## config.mk

```make
export PLATFORM = sky130hd
export DESIGN_NAME = piso_serializer
export DESIGN_NICKNAME = d
export VERILOG_FILES = /design/src/rtl/piso_serializer_pkg.sv /design/src/rtl/piso_serializer.sv
export SDC_FILE = /design/constraint.sdc
export NUM_CORES = 1
export LEC_CHECK = 0
export CORE_MARGIN = 8
export CORE_UTILIZATION = 25
export CTS_CLUSTER_DIAMETER = 200
export DETAILED_ROUTE_END_ITERATION = 8
export GPL_TIMING_DRIVEN = 0
export SETUP_SLACK_MARGIN = 0.3
export SLEW_MARGIN = 25
export SYNTH_ARGS = -nofsm -noshare
export SYNTH_HDL_FRONTEND = slang
export SYNTH_SLANG_ARGS = --single-unit
```

## constraint.sdc

```tcl
create_clock -name Clk -period 1.55 [get_ports Clk]
set_input_delay 0.31 -clock Clk [delete_from_list [all_inputs] [get_ports Clk]]
set_output_delay 0.31 -clock Clk [all_outputs]
set_load 0.01 [all_outputs]
```

## src/rtl/piso_serializer_pkg.sv

```systemverilog
// -----------------------------------------------------------------------------
// piso_serializer_pkg
// Shared constants for the parallel-in/serial-out stage that feeds the "101"
// sequence detector.
//   state_t        : FSM state encoding (IDLE = 1'b0, SHIFT = 1'b1)
//   DEFAULT_WIDTH  : default word width, shared with the detector-level bench
// -----------------------------------------------------------------------------
package piso_serializer_pkg;

  typedef enum logic {
    IDLE  = 1'b0,
    SHIFT = 1'b1
  } state_t;

  localparam int DEFAULT_WIDTH = 8;

endpackage : piso_serializer_pkg

```

## src/rtl/piso_serializer.sv

```systemverilog
// -----------------------------------------------------------------------------
// piso_serializer
// Accepts WIDTH-bit words over a valid/ready handshake and shifts them out one
// bit per clock on Dout. A word accepted at edge k presents bit i on Dout during
// the cycle after edge k+i. A new word offered during the last-bit cycle is
// accepted at that edge, so back-to-back words stream without a gap.
//
// Parameters:
//   WIDTH     : word width in bits (>= 2)
//   MSB_FIRST : 1 = bit WIDTH-1 goes out first, 0 = bit 0 goes out first
//   IDLE_BIT  : value on Dout whenever Dout_valid = 0
//
// Ports:
//   Clk        in   system clock, rising edge
//   Rst        in   synchronous active-high reset
//   Load_valid in   Load_data holds a word to serialize
//   Load_ready out  block can accept a word this cycle (combinational)
//   Load_data  in   parallel word, sampled only on accept
//   Dout       out  serial bit stream (registered)
//   Dout_valid out  Dout carries a payload bit (registered)
//   Last       out  Dout carries the final bit of the word (registered)
//   Busy       out  a word is in flight (registered)
// -----------------------------------------------------------------------------
module piso_serializer
  import piso_serializer_pkg::*;
#(
  parameter int WIDTH     = DEFAULT_WIDTH,
  parameter bit MSB_FIRST = 1'b1,
  parameter bit IDLE_BIT  = 1'b0
) (
  input  logic             Clk,
  input  logic             Rst,
  input  logic             Load_valid,
  output logic             Load_ready,
  input  logic [WIDTH-1:0] Load_data,
  output logic             Dout,
  output logic             Dout_valid,
  output logic             Last,
  output logic             Busy
);

  localparam int CW = $clog2(WIDTH);
  localparam logic [CW-1:0] CNT_LAST = CW'(WIDTH - 1);
  localparam logic [CW-1:0] CNT_PRE  = CW'(WIDTH - 2);

  state_t           state, state_n;
  logic [CW-1:0]    cnt, cnt_n;
  logic [WIDTH-1:0] sreg, sreg_n;
  logic             dout_n, dout_valid_n, last_n, busy_n;
  logic             accept;

  // Ready never looks at Load_valid, so there is no combinational loop through
  // an upstream stage whose valid depends on our ready.
  assign Load_ready = (state == IDLE) || (cnt == CNT_LAST);
  assign accept     = Load_valid && Load_ready;

  // NOTE: every signal driven here gets a default first; a path that leaves
  // one unassigned would infer a latch.
  always_comb begin
    state_n      = state;
    cnt_n        = cnt;
    sreg_n       = sreg;
    dout_n       = Dout;
    dout_valid_n = Dout_valid;
    last_n       = Last;
    busy_n       = Busy;

    if (state == SHIFT && cnt != CNT_LAST) begin
      // Mid-word: the next bit comes from the head of the shift register.
      dout_n = MSB_FIRST ? sreg[WIDTH-1] : sreg[0];
      sreg_n = MSB_FIRST ? (sreg << 1) : (sreg >> 1);
      cnt_n  = cnt + 1'b1;
      last_n = (cnt == CNT_PRE);
    end else if (accept) begin
      // Bit 0 goes straight to Dout at the accept edge; the register keeps
      // only the bits still to be sent.
      state_n      = SHIFT;
      cnt_n        = '0;
      dout_n       = MSB_FIRST ? Load_data[WIDTH-1] : Load_data[0];
      sreg_n       = MSB_FIRST ? (Load_data << 1) : (Load_data >> 1);
      dout_valid_n = 1'b1;
      last_n       = 1'b0;
      busy_n       = 1'b1;
    end else begin
      // Idle, or last bit done with nothing queued behind it.
      state_n      = IDLE;
      cnt_n        = '0;
      sreg_n       = '0;
      dout_n       = IDLE_BIT;
      dout_valid_n = 1'b0;
      last_n       = 1'b0;
      busy_n       = 1'b0;
    end
  end

  // NOTE: sequential state uses non-blocking assignments only, so every
  // register samples the pre-edge value of every other register.
  always_ff @(posedge Clk) begin
    if (Rst) begin
      // NOTE: the shift register is reset as well so a mid-word reset leaves
      // no stale payload behind; it is small, so this costs nothing notable.
      state      <= IDLE;
      cnt        <= '0;
      sreg       <= '0;
      Dout       <= IDLE_BIT;
      Dout_valid <= 1'b0;
      Last       <= 1'b0;
      Busy       <= 1'b0;
    end else begin
      state      <= state_n;
      cnt        <= cnt_n;
      sreg       <= sreg_n;
      Dout       <= dout_n;
      Dout_valid <= dout_valid_n;
      Last       <= last_n;
      Busy       <= busy_n;
    end
  end

endmodule : piso_serializer

```

==> results of run 1 <==
[sequential cells by signal, summed over array words and instances, names as in the netlist]
signal	count
sreg	7
Last	1
state	1
Dout	1
cnt	3
[stage by stage]
step	cell area (um^2)	setup slack, ns	utilization [%]
2_1_floorplan	602	0.219	-
3_3_place_gp	777	-0.302	35.5
3_5_place_dp	777	-0.302	35.5
4_1_cts	842	-0.156	38.4
5_1_grt	972	-0.194	44.4
6_report	972	-0.153	44.4
[layout make-up]
type | count | share of cell area, %
sequential | 13 | 27.2
buffer | 5 | 5.92
timing repair buffer | 23 | 24.5
inverter | 2 | 1.29
clock buffer | 4 | 2.70
multi-input combinational | 34 | 34.9
tap | 28 | 3.60
[cells in the mapped netlist]
master / number / share of area (%)
dfxtp_1: 13 / 45
nand2_1: 9 / 5.9
a21oi_2: 5 / 7.6
nand3_2: 5 / 8.7
ha_1: 3 / 6.5
nor3_1: 3 / 2.6
a21oi_1: 2 / 1.7
nand3_1: 2 / 1.7
nor2_1: 2 / 1.3
buf_12: 1 / 3.5
buf_2: 1 / 0.87
buf_4: 1 / 1.3
buf_6: 1 / 2.0
clkbuf_8: 1 / 2.4
inv_1: 1 / 0.65
inv_6: 1 / 1.5
nor2b_4: 1 / 2.4
nor3_2: 1 / 1.7
nor3b_2: 1 / 2.2
[critical path: stages, from the launching register on]
cell and delay [ns]:
dfxtp_2 0.34, ha_4 0.16, ha_4 0.15, nor2b_4 0.10
buf_6 0.11, inv_6 0.03, buf_12 0.11, buf_6 0.11
[power by group through the flow]
stage | clock network, W | logic (W) | registers, W
2_1_floorplan | 0 | 0.0000626 | 0.000361
3_3_place_gp | 0 | 0.000112 | 0.000360
3_5_place_dp | 0 | 0.000112 | 0.000361
4_1_cts | 0.000220 | 0.000124 | 0.000353
5_1_grt | 0.000242 | 0.000180 | 0.000355
6_report | 0.000211 | 0.000169 | 0.000353
[cell usage in the layout, fill, tap and decap left out, drive strengths merged]
master	instances
nor3	4
buf	14
nand2	9
dlygate4sd2	3
nor2b	1
a21oi	7
nor2	2
nor3b	1
clkbuf	6
ha	3
nand3	7
inv	2
dfxtp	13
clkdlybuf4s50	9
[cells by family after synthesis]
kind of cell | share of synthesized area, %
buf+inv | 12.2
fa+ha+maj | 6.54
compound gates | 9.37
flops | 45.3
simple gates | 26.6
[repair_timing]
item                                    4_1_cts  5_1_grt
endpoints found under the setup margin       14       13
buffers inserted                              4        3
hold buffers                                  0        0
pin swaps                                     4        6
gates resized for setup                      16       16
gates cloned                                  0        2
[metal layers]
layer  vias up  track usage [%]
met4         0             5.85
met3         4             1.57
met2        14             8.53
met5         -                0
met1       216             8.00
li1        231                -
[how the worst max path moves through the flow]
| stage | to | slack [ns] | depth (start not counted) |
|---|---|---|---|
| floorplan | Load_ready | 0.22 | 6 |
| global placement | Load_ready | -0.30 | 7 |
| detailed placement | Load_ready | -0.30 | 7 |
| CTS | Load_ready | -0.16 | 7 |
| global route | Load_ready | -0.19 | 7 |
| finish | Load_ready | -0.15 | 7 |
==> results_dict.tcl, run 1 <==
set metrics [dict create \
    min_to "sreg[4]" \
    cts.sinks 13 \
    hp-class "in2reg" \
    area_growth_pct 69.3 \
    path_max_fanout 3 \
    rr_endpoint "sreg[6]" \
    clkLatencyLatePin_ns 0.27 \
    fmax_mhz 587 \
    multiInputGateArea_um2 339 \
    start_util_pct 26.2 \
    power.clock.fraction_pct 28.8 \
    hold_depth 3 \
    dr.pass1.iters 4 \
    slew_viol_final 0 \
    internal_power_w 0.000542 \
    synth-seq-cells 13 \
    r2r-start "cnt[1]" \
    fin_ws_ns -0.153 \
    drive_above_1_share_pct 56.8 \
    wl_met3_um 82 \
    status "finished with violations" \
    final_nets 96 \
    power_density_nw_per_um2 754 \
    mappedNetlistNets 68 \
    setup_violations 1 \
    drc 0 \
    combPwrFrac_pct 23.0 \
    die_h_um 63.9 \
    end_kind "output port" \
    p_sw_share_pct 26.0 \
    drt_iter0_markers 3 \
    die_area_um2 4090 \
    finalNonFillerCells 109 \
    grt_setup_unrepaired "yes" \
    crit_arrival_ns 1.39 \
    antennaDiodeCount 0 \
    fin_crit_ns 1.70 \
    yosysWarningCount 0 \
    vias_per_cell 4.27 \
    h-tree-depth 1 \
    grt_max_degree 11 \
    hold_viol 0 \
    grt_pass1_wl_mm 2.05 \
    tns_ns -0.153 \
    top_layer "met4" \
    switchingPower_w 0.000190 \
    gp_congestion 0.657 \
    cts-buffers-inserted 3 \
    clockBufferDepth 2 \
    post_drt_wl_per_cell_um 13.2 \
    io_buffers 14 \
    antenna_found_initial 0 \
    final.setup_skew_ns 0.00280 \
    regArea_um2 264 \
    p_seq_share_pct 48.2 \
    cellLeakagePower_nw 0.374 \
    core-area_um2 2190 \
    crit_type "reg2out" \
    yosysUniqueCellTypes 19 \
    cp-startpoint "cnt[1]" \
    wl_met1_um 638 \
    die_x_um 63.9 \
    synthCells 54 \
    dpl.cell_count 96 \
    avgSynthCellArea_um2 10.6 \
    grt_usage_pct 6.33 \
    rows 17 \
    clk_pin_slew_worst_paths_ns 0.08 \
    drv_cap 0 \
    worstMarginPinSlew_ns 0.277 \
    cts-root-buf "clkbuf_4" \
    ant_nets 0 \
    netlist_area_um2 574 \
    r2r_setup_slack_ns 0.03 \
    pin_count 16 \
    holdWs_ns 0.360 \
    violations "negative setup slack" \
    routed_wl_mm 1.44 \
    critPathRequiredTime_ns 1.24 \
    grt_overflow 0 \
    crit_path_start_kind "flop" \
    cts_tree "done" \
    post-dp-hpwl_um 801 \
    hp-start "Load_valid" \
    seq_area_frac_synth_pct 45.3 \
    grt_pass1_vias 449 \
    finalPower_w 0.000733 \
    period_share_pct 110 \
    wl_met2_um 683 \
    vias 465 \
    reg2reg_depth 10 \
    fill_cells 211 \
    slew_headroom_pct 81.5 \
    ir_drop_mv 0.344 \
]
No activity file was read; power rests on OpenSTA's default activity.
==> run 2, diff against run 1 <==
--- a/config.mk
+++ b/config.mk
@@ -11,6 +11,7 @@
 export DETAILED_ROUTE_END_ITERATION = 8
 export GPL_TIMING_DRIVEN = 0
 export SETUP_SLACK_MARGIN = 0.3
+export SKIP_LAST_GASP = 1
 export SLEW_MARGIN = 25
 export SYNTH_ARGS = -nofsm -noshare
 export SYNTH_HDL_FRONTEND = slang
==> run 2 against run 1 <==
  * The run still ends with negative setup slack left
  * Cell area down 2.6%
  * Critical path depth stayed put
  * Setup slack gained 0.0039 ns
==> results_dict.tcl, run 2 (synthesized netlist as in run 1, its figures left out) <==
set metrics [dict create \
    cts.sinks 13 \
    antenna_found_initial 0 \
    ir_drop_mv 0.332 \
    h-tree-depth 1 \
    core-area_um2 2190 \
    grt_setup_unrepaired "yes" \
    grt_pass1_wl_mm 2.05 \
    fin_area_um2 947 \
    hp-start "Load_valid" \
    reg_top3 "sreg: 7 flops, cnt: 3 flops" \
    cts-root-buf "clkbuf_4" \
    utilization_pct 43.2 \
    hold_depth 3 \
    combPwrFrac_pct 22.2 \
    clk_pin_slew_worst_paths_ns 0.08 \
    reg2reg_depth 10 \
    area_growth_pct 64.9 \
    crit_type "reg2out" \
    cp_cell_sequence "ha_4 > ha_4 > nor2b_4 > buf_6 > inv_6 > buf_12 > buf_6" \
    cts_tree "done" \
    largest_reg_flops 7 \
    slowest_delay_ns 0.34 \
    rr_endpoint "sreg[5]" \
    r2r_setup_slack_ns 0.04 \
    setup_violations 1 \
    top_register "sreg" \
    die_h_um 63.9 \
    ant_nets 0 \
    clkLatencyLatePin_ns 0.27 \
    violations "negative setup slack" \
    dpl_cell_area_um2 777 \
    period_share_pct 110 \
    hold_buffers 0 \
    regArea_um2 264 \
    vias_per_cell 4.27 \
    final_cell_mix "dfxtp_1 (10), clkdlybuf4s50_1 (9), nand2_1 (8), a21oi_2 (6), buf_4 (6)" \
    critPathRequiredTime_ns 1.24 \
    post-dp-hpwl_um 801 \
    layout_commonest_cell "dfxtp_1" \
    fill_cells 217 \
    min_to "sreg[1]" \
    final_nets 96 \
    antennaDiodeCount 0 \
    post_drt_wl_per_cell_um 12.3 \
    dr.pass1.iters 2 \
    p_seq_share_pct 49.1 \
    hp-class "in2reg" \
    power_density_nw_per_um2 759 \
    place_ws_ns -0.302 \
    rows 17 \
    power.clock.fraction_pct 28.6 \
    slew_viol_final 0 \
    crit_arrival_ns 1.39 \
    p_sw_share_pct 24.8 \
    grt_overflow 0 \
    worstMarginPinSlew_ns 0.261 \
    start_util_pct 26.2 \
    switchingPower_w 0.000178 \
    drc 0 \
    r2r-start "cnt[1]" \
    cts-buffers-inserted 3 \
    tns_ns -0.149 \
    drive_above_1_share_pct 54.3 \
    routed_wl_mm 1.34 \
    fmax_mhz 589 \
    crit_path_start_kind "flop" \
    internal_power_w 0.000540 \
    fin_crit_ns 1.70 \
    drv_cap 0 \
    status "finished with violations" \
    holdWs_ns 0.344 \
    drt_iter0_markers 4 \
    pin_count 16 \
    path_max_fanout 3 \
    clockBufferDepth 2 \
    grt_max_degree 11 \
    cp_slowest_cell "dfxtp_2" \
    io_buffers 14 \
    die_x_um 63.9 \
    cellLeakagePower_nw 0.370 \
    grt_pass1_vias 449 \
    hold_viol 0 \
    gp_congestion 0.657 \
    end_kind "output port" \
    multiInputGateArea_um2 314 \
    fin_ws_ns -0.149 \
    vias 465 \
    final.setup_skew_ns 0.00484 \
    slew_headroom_pct 82.6 \
    die_area_um2 4090 \
    grt_usage_pct 6.33 \
]
==> run 2: cell count changes in the layout (fill, tap and decap cells not counted) <==
| cell | previous run | this run |
|---|---|---|
| nand3_1 | 0 | 1 |
| nand3_2 | 3 | 4 |
| nand3_4 | 4 | 2 |
| nor3_1 | 0 | 1 |
| nor3_2 | 3 | 2 |
==> run 2: final cells by class <==
type                       instances  share of cell area [%]
multi-input combinational         34                    33.2
sequential                        13                    27.9
timing repair buffer              23                    25.1
buffer                             5                    6.08
tap                               28                    3.70
clock buffer                       4                    2.77
inverter                           2                    1.32
==> run 2: power by group through the flow <==
stage	Sequential (W)	Clock, W	Combinational [W]
finish	0.000353	0.000206	0.000160
CTS	0.000353	0.000220	0.000121
floorplan	0.000361	0	0.0000626
detailed placement	0.000361	0	0.000112
global placement	0.000360	0	0.000112
global route	0.000355	0.000235	0.000171
==> run 2: timing repair <==
item / in CTS / in global routing
buffers inserted: 4 / 3
gates resized for setup: 14 / 14
setup endpoints to repair: 14 / 13
pin swaps: 2 / 6
cloned: 0 / 2
==> run 2: metal layers <==
layer | wire length [um] | up-vias | share of wire (%) | track usage, %
met1 | 606 | 213 | 45 | 8.00
met3 | 82 | 4 | 6.1 | 1.57
li1 | - | 234 | - | -
met4 | 38 | 0 | 2.8 | 5.85
met2 | 615 | 14 | 46 | 8.53
met5 | 0 | - | 0 | 0
==> run 2: worst max-delay path by stage <==
stage | start | end | slack (ns) | depth (start not counted)
after global placement | cnt[0] | Load_ready | -0.30 | 7
after global routing | cnt[0] | Load_ready | -0.19 | 7
final | cnt[1] | Load_ready | -0.15 | 7
after CTS | cnt[0] | Load_ready | -0.16 | 7
after floorplan | cnt[0] | Load_ready | 0.22 | 6
after detailed placement | cnt[0] | Load_ready | -0.30 | 7
==> run 2: stage by stage <==
stage | std cells | power, W
2_1_floorplan | 54 | 0.000424
6_report | 109 | 0.000719
5_1_grt | 109 | 0.000761
3_5_place_dp | 96 | 0.000473
3_3_place_gp | 96 | 0.000472
4_1_cts | 104 | 0.000694
==> run 2: critical path, delay by kind of cell, from the launching register on <==
family / cells / cell delay, ns
buf+inv: 4 / 0.36
flops: 1 / 0.34
fa+ha+maj: 2 / 0.31
simple gates: 1 / 0.10
